## src/rtl/fio_pkg.sv

```systemverilog
// rtl/fio_pkg.sv - shared target codes, state encodings and port widths for fio_sequencer
package fio_pkg;
   typedef enum logic [1:0] {
      TGT_TM     = 2'd0,
      TGT_ICACHE = 2'd1,
      TGT_MEM    = 2'd2,
      TGT_CLE    = 2'd3
   } fio_tgt_e;

   typedef enum logic [2:0] {
      ST_IDLE,
      ST_LOAD,
      ST_START,
      ST_RUN,
      ST_DUMP_ADDR,
      ST_DUMP_WAIT,
      ST_DUMP_OUT,
      ST_DONE
   } fio_state_e;

   localparam int TM_DW     = 29;
   localparam int CLE_DW    = 5;
   localparam int ICACHE_DW = 32;
endpackage

```

## src/rtl/fio_addr_ctr.sv

```systemverilog
// rtl/fio_addr_ctr.sv - saturating write-address counter with depth limit and overflow flag
// The counter parks at DEPTH so a full target keeps rejecting writes instead of wrapping.
module fio_addr_ctr #(
   parameter int DEPTH = 256,
   parameter int AW    = 8
) (
   input  logic          clk,
   input  logic          rst,
   input  logic          clear_i,
   input  logic          inc_i,
   output logic [AW-1:0] addr_o,
   output logic          full_o,
   output logic          ovf_o
);
   localparam int W = $clog2(DEPTH + 1);

   logic [W-1:0] cnt_q;
   logic [W-1:0] cnt_d;

   assign full_o = (cnt_q == W'(DEPTH));
   assign ovf_o  = inc_i && full_o;
   assign addr_o = cnt_q[AW-1:0];

   always_comb begin
      cnt_d = cnt_q;
      if (clear_i)
         cnt_d = '0;
      else if (inc_i && !full_o)
         cnt_d = cnt_q + 1'b1;
   end

   always_ff @(posedge clk or posedge rst) begin
      if (rst)
         cnt_q <= '0;
      else
         cnt_q <= cnt_d;
   end
endmodule

```

## src/rtl/fio_sequencer.sv

```systemverilog
// rtl/fio_sequencer.sv - loads gpu_top FileIO ports from a tagged command stream, runs it, dumps global memory
module fio_sequencer
   import fio_pkg::*;
#(
   parameter int MEM_DEPTH    = 256,
   parameter int SHMEM_DEPTH  = 256,
   parameter int ICACHE_DEPTH = 1024,
   parameter int START_CYCLES = 2
) (
   input  logic                                       clk,
   input  logic                                       rst,
   input  logic                                       cmd_valid,
   output logic                                       cmd_ready,
   input  logic [1:0]                                 cmd_target,
   input  logic [255:0]                               cmd_data,
   input  logic                                       cmd_clear,
   input  logic                                       go,
   output logic                                       busy,
   output logic                                       done,
   output logic                                       err_overflow,
   output logic                                       dump_valid,
   input  logic                                       dump_ready,
   output logic [255:0]                               dump_data,
   output logic [$clog2(MEM_DEPTH)-1:0]               dump_row,
   output logic                                       Wen_FIO_TM,
   output logic [28:0]                                Din_FIO_TM,
   output logic                                       start_FIO_TM,
   output logic                                       clear_FIO_TM,
   input  logic                                       finished_TM_FIO,
   output logic                                       Wen_FIO_ICache,
   output logic [$clog2(ICACHE_DEPTH)-1:0]            Addr_FIO_ICache,
   output logic [31:0]                                Din_FIO_ICache,
   output logic                                       Wen_FIO_MEM,
   output logic [$clog2(MEM_DEPTH+SHMEM_DEPTH)-1:0]   Addr_FIO_MEM,
   output logic [255:0]                               Din_FIO_MEM,
   input  logic [255:0]                               Dout_FIO_MEM,
   output logic                                       Wen_FIO_CLE,
   output logic [$clog2(MEM_DEPTH)-1:0]               Addr_FIO_CLE,
   output logic [4:0]                                 Din_FIO_CLE
);
   localparam int AW = $clog2(MEM_DEPTH + SHMEM_DEPTH);
   localparam int CW = $clog2(MEM_DEPTH);
   localparam int IW = $clog2(ICACHE_DEPTH);
   localparam int SW = $clog2(START_CYCLES + 1);

   fio_state_e       state_q;
   logic [SW-1:0]    start_cnt_q;
   logic [CW-1:0]    row_q;
   logic             go_q, fin_q, clr_prev_q;
   logic             wen_tm_q, wen_ic_q, wen_mem_q, wen_cle_q;
   logic [TM_DW-1:0] din_tm_q;
   logic [31:0]      din_ic_q;
   logic [255:0]     din_mem_q, dump_data_q;
   logic [CLE_DW-1:0] din_cle_q;
   logic [IW-1:0]    addr_ic_q;
   logic [AW-1:0]    addr_mem_q;
   logic [CW-1:0]    addr_cle_q, dump_row_q;
   logic             start_q, clear_q, dump_valid_q, err_q;

   logic load_st, acc, done_exit, ctr_clr;
   logic [IW-1:0] ic_addr;
   logic [AW-1:0] mem_addr;
   logic [CW-1:0] cle_addr;
   logic ic_full, mem_full, cle_full, ic_ovf, mem_ovf, cle_ovf;

   assign load_st   = (state_q == ST_IDLE) || (state_q == ST_LOAD);
   assign cmd_ready = load_st && !cmd_clear;
   assign acc       = cmd_valid && cmd_ready;
   assign done_exit = (state_q == ST_DONE) && go_q && !go;
   assign ctr_clr   = (load_st && cmd_clear) || done_exit;

   fio_addr_ctr #(.DEPTH(ICACHE_DEPTH), .AW(IW)) u_ctr_ic (
      .clk(clk), .rst(rst), .clear_i(ctr_clr), .inc_i(acc && cmd_target == TGT_ICACHE),
      .addr_o(ic_addr), .full_o(ic_full), .ovf_o(ic_ovf));
   fio_addr_ctr #(.DEPTH(MEM_DEPTH + SHMEM_DEPTH), .AW(AW)) u_ctr_mem (
      .clk(clk), .rst(rst), .clear_i(ctr_clr), .inc_i(acc && cmd_target == TGT_MEM),
      .addr_o(mem_addr), .full_o(mem_full), .ovf_o(mem_ovf));
   fio_addr_ctr #(.DEPTH(MEM_DEPTH), .AW(CW)) u_ctr_cle (
      .clk(clk), .rst(rst), .clear_i(ctr_clr), .inc_i(acc && cmd_target == TGT_CLE),
      .addr_o(cle_addr), .full_o(cle_full), .ovf_o(cle_ovf));

   always_ff @(posedge clk or posedge rst) begin
      if (rst) begin
         state_q <= ST_IDLE;      start_cnt_q <= '0;   row_q <= '0;
         go_q <= 1'b0;            fin_q <= 1'b0;       clr_prev_q <= 1'b0;
         wen_tm_q <= 1'b0;        wen_ic_q <= 1'b0;    wen_mem_q <= 1'b0;   wen_cle_q <= 1'b0;
         din_tm_q <= '0;          din_ic_q <= '0;      din_mem_q <= '0;     din_cle_q <= '0;
         addr_ic_q <= '0;         addr_mem_q <= '0;    addr_cle_q <= '0;
         dump_data_q <= '0;       dump_row_q <= '0;    dump_valid_q <= 1'b0;
         start_q <= 1'b0;         clear_q <= 1'b0;     err_q <= 1'b0;
      end else begin
         go_q       <= go;
         fin_q      <= finished_TM_FIO;
         clr_prev_q <= cmd_clear;
         clear_q    <= load_st && cmd_clear && !clr_prev_q;
         wen_tm_q   <= 1'b0;
         wen_ic_q   <= 1'b0;
         wen_mem_q  <= 1'b0;
         wen_cle_q  <= 1'b0;
         if (ic_ovf || mem_ovf || cle_ovf)
            err_q <= 1'b1;
         case (state_q)
            ST_IDLE, ST_LOAD: begin
               if (cmd_clear) begin
                  state_q <= ST_IDLE;
               end else if (acc) begin
                  state_q <= ST_LOAD;
                  case (cmd_target)
                     TGT_TM: begin
                        wen_tm_q <= 1'b1;
                        din_tm_q <= cmd_data[TM_DW-1:0];
                     end
                     TGT_ICACHE: if (!ic_full) begin
                        wen_ic_q  <= 1'b1;
                        addr_ic_q <= ic_addr;
                        din_ic_q  <= cmd_data[ICACHE_DW-1:0];
                     end
                     TGT_MEM: if (!mem_full) begin
                        wen_mem_q  <= 1'b1;
                        addr_mem_q <= mem_addr;
                        din_mem_q  <= cmd_data;
                     end
                     default: if (!cle_full) begin
                        wen_cle_q  <= 1'b1;
                        addr_cle_q <= cle_addr;
                        din_cle_q  <= cmd_data[CLE_DW-1:0];
                     end
                  endcase
               end else if (go) begin
                  state_q     <= ST_START;
                  start_q     <= 1'b1;
                  start_cnt_q <= '0;
               end
            end
            ST_START: begin
               if (start_cnt_q == SW'(START_CYCLES - 1)) begin
                  start_q <= 1'b0;
                  state_q <= ST_RUN;
               end else begin
                  start_cnt_q <= start_cnt_q + 1'b1;
               end
            end
            ST_RUN: if (fin_q) begin
               state_q    <= ST_DUMP_ADDR;
               row_q      <= '0;
               addr_mem_q <= '0;
            end
            ST_DUMP_ADDR: state_q <= ST_DUMP_WAIT;
            // Address was presented on entry to DUMP_ADDR, so the BRAM output is valid here.
            ST_DUMP_WAIT: begin
               state_q      <= ST_DUMP_OUT;
               dump_data_q  <= Dout_FIO_MEM;
               dump_row_q   <= row_q;
               dump_valid_q <= 1'b1;
            end
            ST_DUMP_OUT: if (dump_ready) begin
               dump_valid_q <= 1'b0;
               if (row_q == CW'(MEM_DEPTH - 1)) begin
                  state_q <= ST_DONE;
               end else begin
                  row_q      <= row_q + 1'b1;
                  addr_mem_q <= AW'(row_q + 1'b1);
                  state_q    <= ST_DUMP_ADDR;
               end
            end
            ST_DONE: if (done_exit) begin
               state_q <= ST_IDLE;
               err_q   <= 1'b0;
            end
            default: state_q <= ST_IDLE;
         endcase
      end
   end

   assign busy            = !load_st;
   assign done            = (state_q == ST_DONE);
   assign err_overflow    = err_q;
   assign dump_valid      = dump_valid_q;
   assign dump_data       = dump_data_q;
   assign dump_row        = dump_row_q;
   assign Wen_FIO_TM      = wen_tm_q;
   assign Din_FIO_TM      = din_tm_q;
   assign start_FIO_TM    = start_q;
   assign clear_FIO_TM    = clear_q;
   assign Wen_FIO_ICache  = wen_ic_q;
   assign Addr_FIO_ICache = addr_ic_q;
   assign Din_FIO_ICache  = din_ic_q;
   assign Wen_FIO_MEM     = wen_mem_q;
   assign Addr_FIO_MEM    = addr_mem_q;
   assign Din_FIO_MEM     = din_mem_q;
   assign Wen_FIO_CLE     = wen_cle_q;
   assign Addr_FIO_CLE    = addr_cle_q;
   assign Din_FIO_CLE     = din_cle_q;
endmodule

```

## config.mk

```make
export PLATFORM = sky130hd
export DESIGN_NAME = fio_sequencer
export DESIGN_NICKNAME = d
export VERILOG_FILES = /design/src/rtl/fio_pkg.sv /design/src/rtl/fio_addr_ctr.sv /design/src/rtl/fio_sequencer.sv
export SDC_FILE = /design/constraint.sdc
export NUM_CORES = 1
export LEC_CHECK = 0
export BUFFER_PORTS_ARGS = -buffer_cell sky130_fd_sc_hd__buf_2
export CAP_MARGIN = 20
export CORE_AREA = 5 5 446 448
export CTS_BUF_LIST = sky130_fd_sc_hd__clkbuf_4
export DETAILED_ROUTE_END_ITERATION = 6
export DIE_AREA = 0 0 451 453
export GPL_TIMING_DRIVEN = 0
export SYNTH_ARGS = -nofsm -noshare
export SYNTH_HDL_FRONTEND = slang
export SYNTH_SLANG_ARGS = --single-unit
```

## constraint.sdc

```tcl
create_clock -name clk -period 25.3 [get_ports clk]
set_input_delay 3.795 -clock clk [delete_from_list [all_inputs] [get_ports clk]]
set_output_delay 3.795 -clock clk [all_outputs]
set_load 0.01 [all_outputs]
```

### After elaboration in Yosys (flattened, before gate mapping)

Cells that the tools add are included.

* bits in registers: 667
* input port bits: 521
* output and inout bits: 624
* logic and storage cells: 173

* add/sub/neg operators: 6
* equal/unequal tests: 28
* mux-type cells: 61
* bitwise gates (word level): 5
* reductions and logical operators: 47

Operators with widths (number)
* $mux 9: 9
* $reduce_and 5->1: 6
* $mux 1: 27
* $pmux 9 s3: 1
* $mux 8: 3
* $mux 11: 2
* $ne 2x2->1 const B: 11
* $mux 3: 7
* $pmux 3 s7: 1
* $mux 10: 2
* $pmux 8 s2: 1
* $logic_and 1x1->1: 15
* $eq 3x3->1 const B: 4
* $reduce_bool 2->1: 6
* $add 11x1->11 const B: 1
* $eq 11x11->1 const B: 1
* $add 10x1->10 const B: 1
* $eq 10x10->1 const B: 1
* $mux 2: 5
* $add 8x1->9 const B: 1
* $add 9x1->9 const B: 1
* $eq 9x9->1 const B: 1
* $add 8x1->8 const B: 1
* $eq 8x8->1 const B: 1
* other kinds (20): 38

### Depth between registers and ports, before layout

* depth after elaboration: 11
* mapped depth: 10
* gate-level depth less buffers: 7

### Hierarchy

Synthesis repeated with hierarchy kept, for this count alone.

* cells, all modules: 2231
* area total of the unflattened synthesis: 26167.6 µm²

Modules (own cells, without submodules)
* fio_sequencer: times used 1, cells an instance 2004, area each 24165.7 µm², seq. area each 15940.3 µm²
* fio_addr_ctr (u_ctr_ic): times used 1, cells an instance 88, area each 763.2 µm², seq. area each 275.3 µm²
* fio_addr_ctr (u_ctr_mem): times used 1, cells an instance 78, area each 681.9 µm², seq. area each 250.2 µm²
* fio_addr_ctr (u_ctr_cle): times used 1, cells an instance 61, area each 556.8 µm², seq. area each 225.2 µm²

### Worst setup path before layout

OpenSTA, ideal clock, no wires.

* path type: in2out
* start: in cmd_clear
* end: out cmd_ready
* data arrival time: 4114 ps
* required time: 21505 ps
* setup slack: 17391 ps
* stages on the path: 2
* buffers on the path: 1
* cells stage by stage: buf_2 -> nor2_1

* word-level cells in the longest chain between the ends: 2

RTL lines
* start, declared: line fio_sequencer.sv:16 `input logic cmd_clear,`
* $logic_not 1->1: line fio_sequencer.sv:67 `assign cmd_ready = load_st && !cmd_clear;`
* $logic_and 1x1->1: line fio_sequencer.sv:67
* end, declared: line fio_sequencer.sv:13 `output logic cmd_ready,`

No other way between the ends.

### Worst setup path in the final report

Ends and elaborated chain as after synthesis.

==> flow_metrics.tcl <==
set metrics [dict create \
    synth_flop_cell "dfrtp_1" \
    synth-edff-count 0 \
    fmax_ghz 0.121 \
    setup.worst_path.start "cmd_clear" \
    firstDrtPassIters 5 \
    finalHoldViolCount 0 \
    arrival_ns 4.48 \
    die_h_um 453 \
    synth_area_leaders "dfrtp_1 (65%), mux2_2 (14%), nand2_1 (13%), buf_6 (0.92%), clkbuf_1 (0.76%)" \
    cts_inserted_buffers 192 \
    clk_path_buf_depth 3 \
    drt-initial-drc-count 1324 \
    yosys.area_share.xor_xnor_pct 0.883 \
    p_leak_nw 19.6 \
    hp-start "clr_prev_q$_DFF_PP0_" \
    final_nets 4088 \
    placed_cell_area_um2 34900 \
    synth_common_cells "nand2_1 (860), dfrtp_1 (667), mux2_2 (329)" \
    p_per_area_nw_per_um2 124 \
    cts.reportedPaths.clkPinSlew_ns 0.06 \
    fin_util_pct 19.3 \
    clock-sinks 667 \
    die_w_um 451 \
    rr_worst_depth 9 \
    synth_cell_types 45 \
    tritoncts "done" \
    routed_wl_um 138000 \
    htreeDepth 4 \
    yosysTopAreaCell "dfrtp_1" \
    r2r-end "Din_FIO_MEM[45]$_DFFE_PP0P_" \
    yosys.area_share.simple_pct 15.0 \
    drcViolationCount 0 \
    r2r_start "state_q[1]$_DFFE_PP0P_" \
    core_area_um2 194000 \
    io_buffer_count 1144 \
    worstMarginPinSlew_ns 0.991 \
    rows 162 \
    synth_compound_area_share_pct 1.61 \
    routedWlPerCell_um 22.0 \
    syn_area_per_cell_um2 11.7 \
    skew_ns 0.0970 \
    area_delta_synth_final_pct 45.0 \
    overflow 0 \
    max_cap_viol_count 0 \
    ant_nets 0 \
    grt_max_degree 119 \
    min_path_type "flop to flop" \
    grt_pass1_vias 22900 \
    cts_setup_buffers 0 \
    gp_congestion 1.00 \
    synth_top_family_by_area "simple AND/OR/NAND/NOR gates" \
    yosys.area_share.adder_pct 0.388 \
    ys_ff_latch 667 \
    crit_path_end_kind "output port" \
    slew_viol_final 0 \
    required_ns 21.50 \
    vias 22300 \
    cts_resized 0 \
    hpwl_um 114000 \
    grt_first_pass_wirelength_um 185000 \
    holdBufCountCts 0 \
    seq_area_frac_synth_pct 64.7 \
    drive_above_1_share_pct 50.0 \
    r2r_setup_slack_ns 22.08 \
    slew_headroom_pct 33.9 \
    status "finished, final reports clean" \
    fin_crit_ns 8.27 \
    synth_top_area_share_pct 64.7 \
    fin_crit_sh_pct 32.7 \
    start_util_pct 13.3 \
    cts_root_buf "clkbuf_4" \
    synthMuxAreaShare_pct 14.6 \
    hold_end "clear_FIO_TM$_DFF_PP0_" \
    antenna_found_initial 61 \
    grtUsageTotal_pct 13.0 \
    stdcell_area_um2 37400 \
    holdPathStages 1 \
    io_pins 1145 \
    ir_drop_uv 59.5 \
    rsz0062_at_grt "no" \
    synth_nets 2743 \
    synth_cells 2214 \
    setup_viol 0 \
    worstSetupStartpointType "primary input" \
    die-area_um2 204000 \
    via_per_inst 3.54 \
    worstSkewPairLatency_ns 1.19 \
    path_class "primary input to output port" \
    synth_warnings 0 \
    path_max_fanout 8 \
    synthArstFlopShare_pct 100 \
    synth_area_um2 25800 \
    yosysMostFrequentCell "nand2_1" \
]
how the worst max path moves through the flow:
stage / endpoint / slack (ns) / cells after the start
after floorplan: Addr_FIO_CLE[0]$_DFFE_PP0P_ / 2.81 / 1
after global placement: Din_FIO_MEM[32]$_DFFE_PP0P_ / -6.47 / 2
after detailed placement: cmd_ready / 17.03 / 4
after CTS: cmd_ready / 17.03 / 4
after global routing: cmd_ready / 17.01 / 4
final: cmd_ready / 17.03 / 4
placed cells by master (no fill, tap or decap), drive strengths merged, types with 18 or more instances in the layout:
master,count
buf,1212
o21ai,36
diode,52
a21oi,18
clkbuf,326
nor2,35
clkinv,40
nand4,19
inv,26
dfrtp,667
mux2,333
nand2,861
registers in the layout, summed over array words and instances, names as in the netlist, 2 cells and up:
signal and flops:
Din_FIO_CLE 5, Din_FIO_ICache 32, dump_row 8, dump_data 256, row_q 8, u_ctr_cle.cnt_q 9, state_q 3, Addr_FIO_CLE 8
Addr_FIO_MEM 9, Din_FIO_MEM 256, Addr_FIO_ICache 10, start_cnt_q 2, u_ctr_mem.cnt_q 10, u_ctr_ic.cnt_q 11, Din_FIO_TM 29
worst max-delay path, stage by stage:
cell	delay, ns
buf_2	0.11
buf_2	0.16
nor2_1	0.22
buf_2	0.18
cells by family after synthesis:
family          count (synthesis)
xor+xnor                       26
buf+inv                       133
mux                           333
fa+ha+maj                       8
simple gates                  976
compound gates                 71
flops                         667
where the power goes:
part | leakage (nW) | total (mW) | internal [mW] | switching, mW
registers | 8.50 | 1.83 | 1.55 | 0.284
logic | 9.70 | 1.79 | 0.744 | 1.04
clock network | 1.42 | 1.03 | 0.518 | 0.515
per-stage QoR:
stage / setup slack [ns] / hold slack (ns) / total power, mW / setup TNS (ns) / std cells
after detailed placement: 17.03 / 0.456 / 3.67 / 0 / 5907
final: 17.03 / 0.413 / 4.65 / 0 / 6283
after global routing: 17.01 / 0.424 / 4.94 / 0 / 6273
after floorplan: 2.81 / 0.378 / 2.65 / 0 / 2214
after global placement: -6.47 / 0.433 / 3.65 / -4025.41 / 5900
after CTS: 17.03 / 0.463 / 4.75 / 0 / 6231
cell type report:
class                      instances  area, um^2
tap                             2542        3180
fill                           21600      157000
sequential                       667       16700
clock inverter                    50         327
multi-input combinational       1414        8390
buffer                           113         643
clock buffer                     274        2060
inverter                          20        82.6
antenna                           52         130
timing repair buffer            1151        5910
per-layer routing:
metal	up-vias	share of wire (%)	track usage (%)	wire length (um)
li1	10100	-	-	-
met1	10900	36	13.8	49200
met2	1024	51	23.2	71100
met3	297	7.7	4.11	10600
met4	14	5.2	6.70	7120
met5	-	0.065	0	90
No activity file was read; power rests on OpenSTA's default activity.
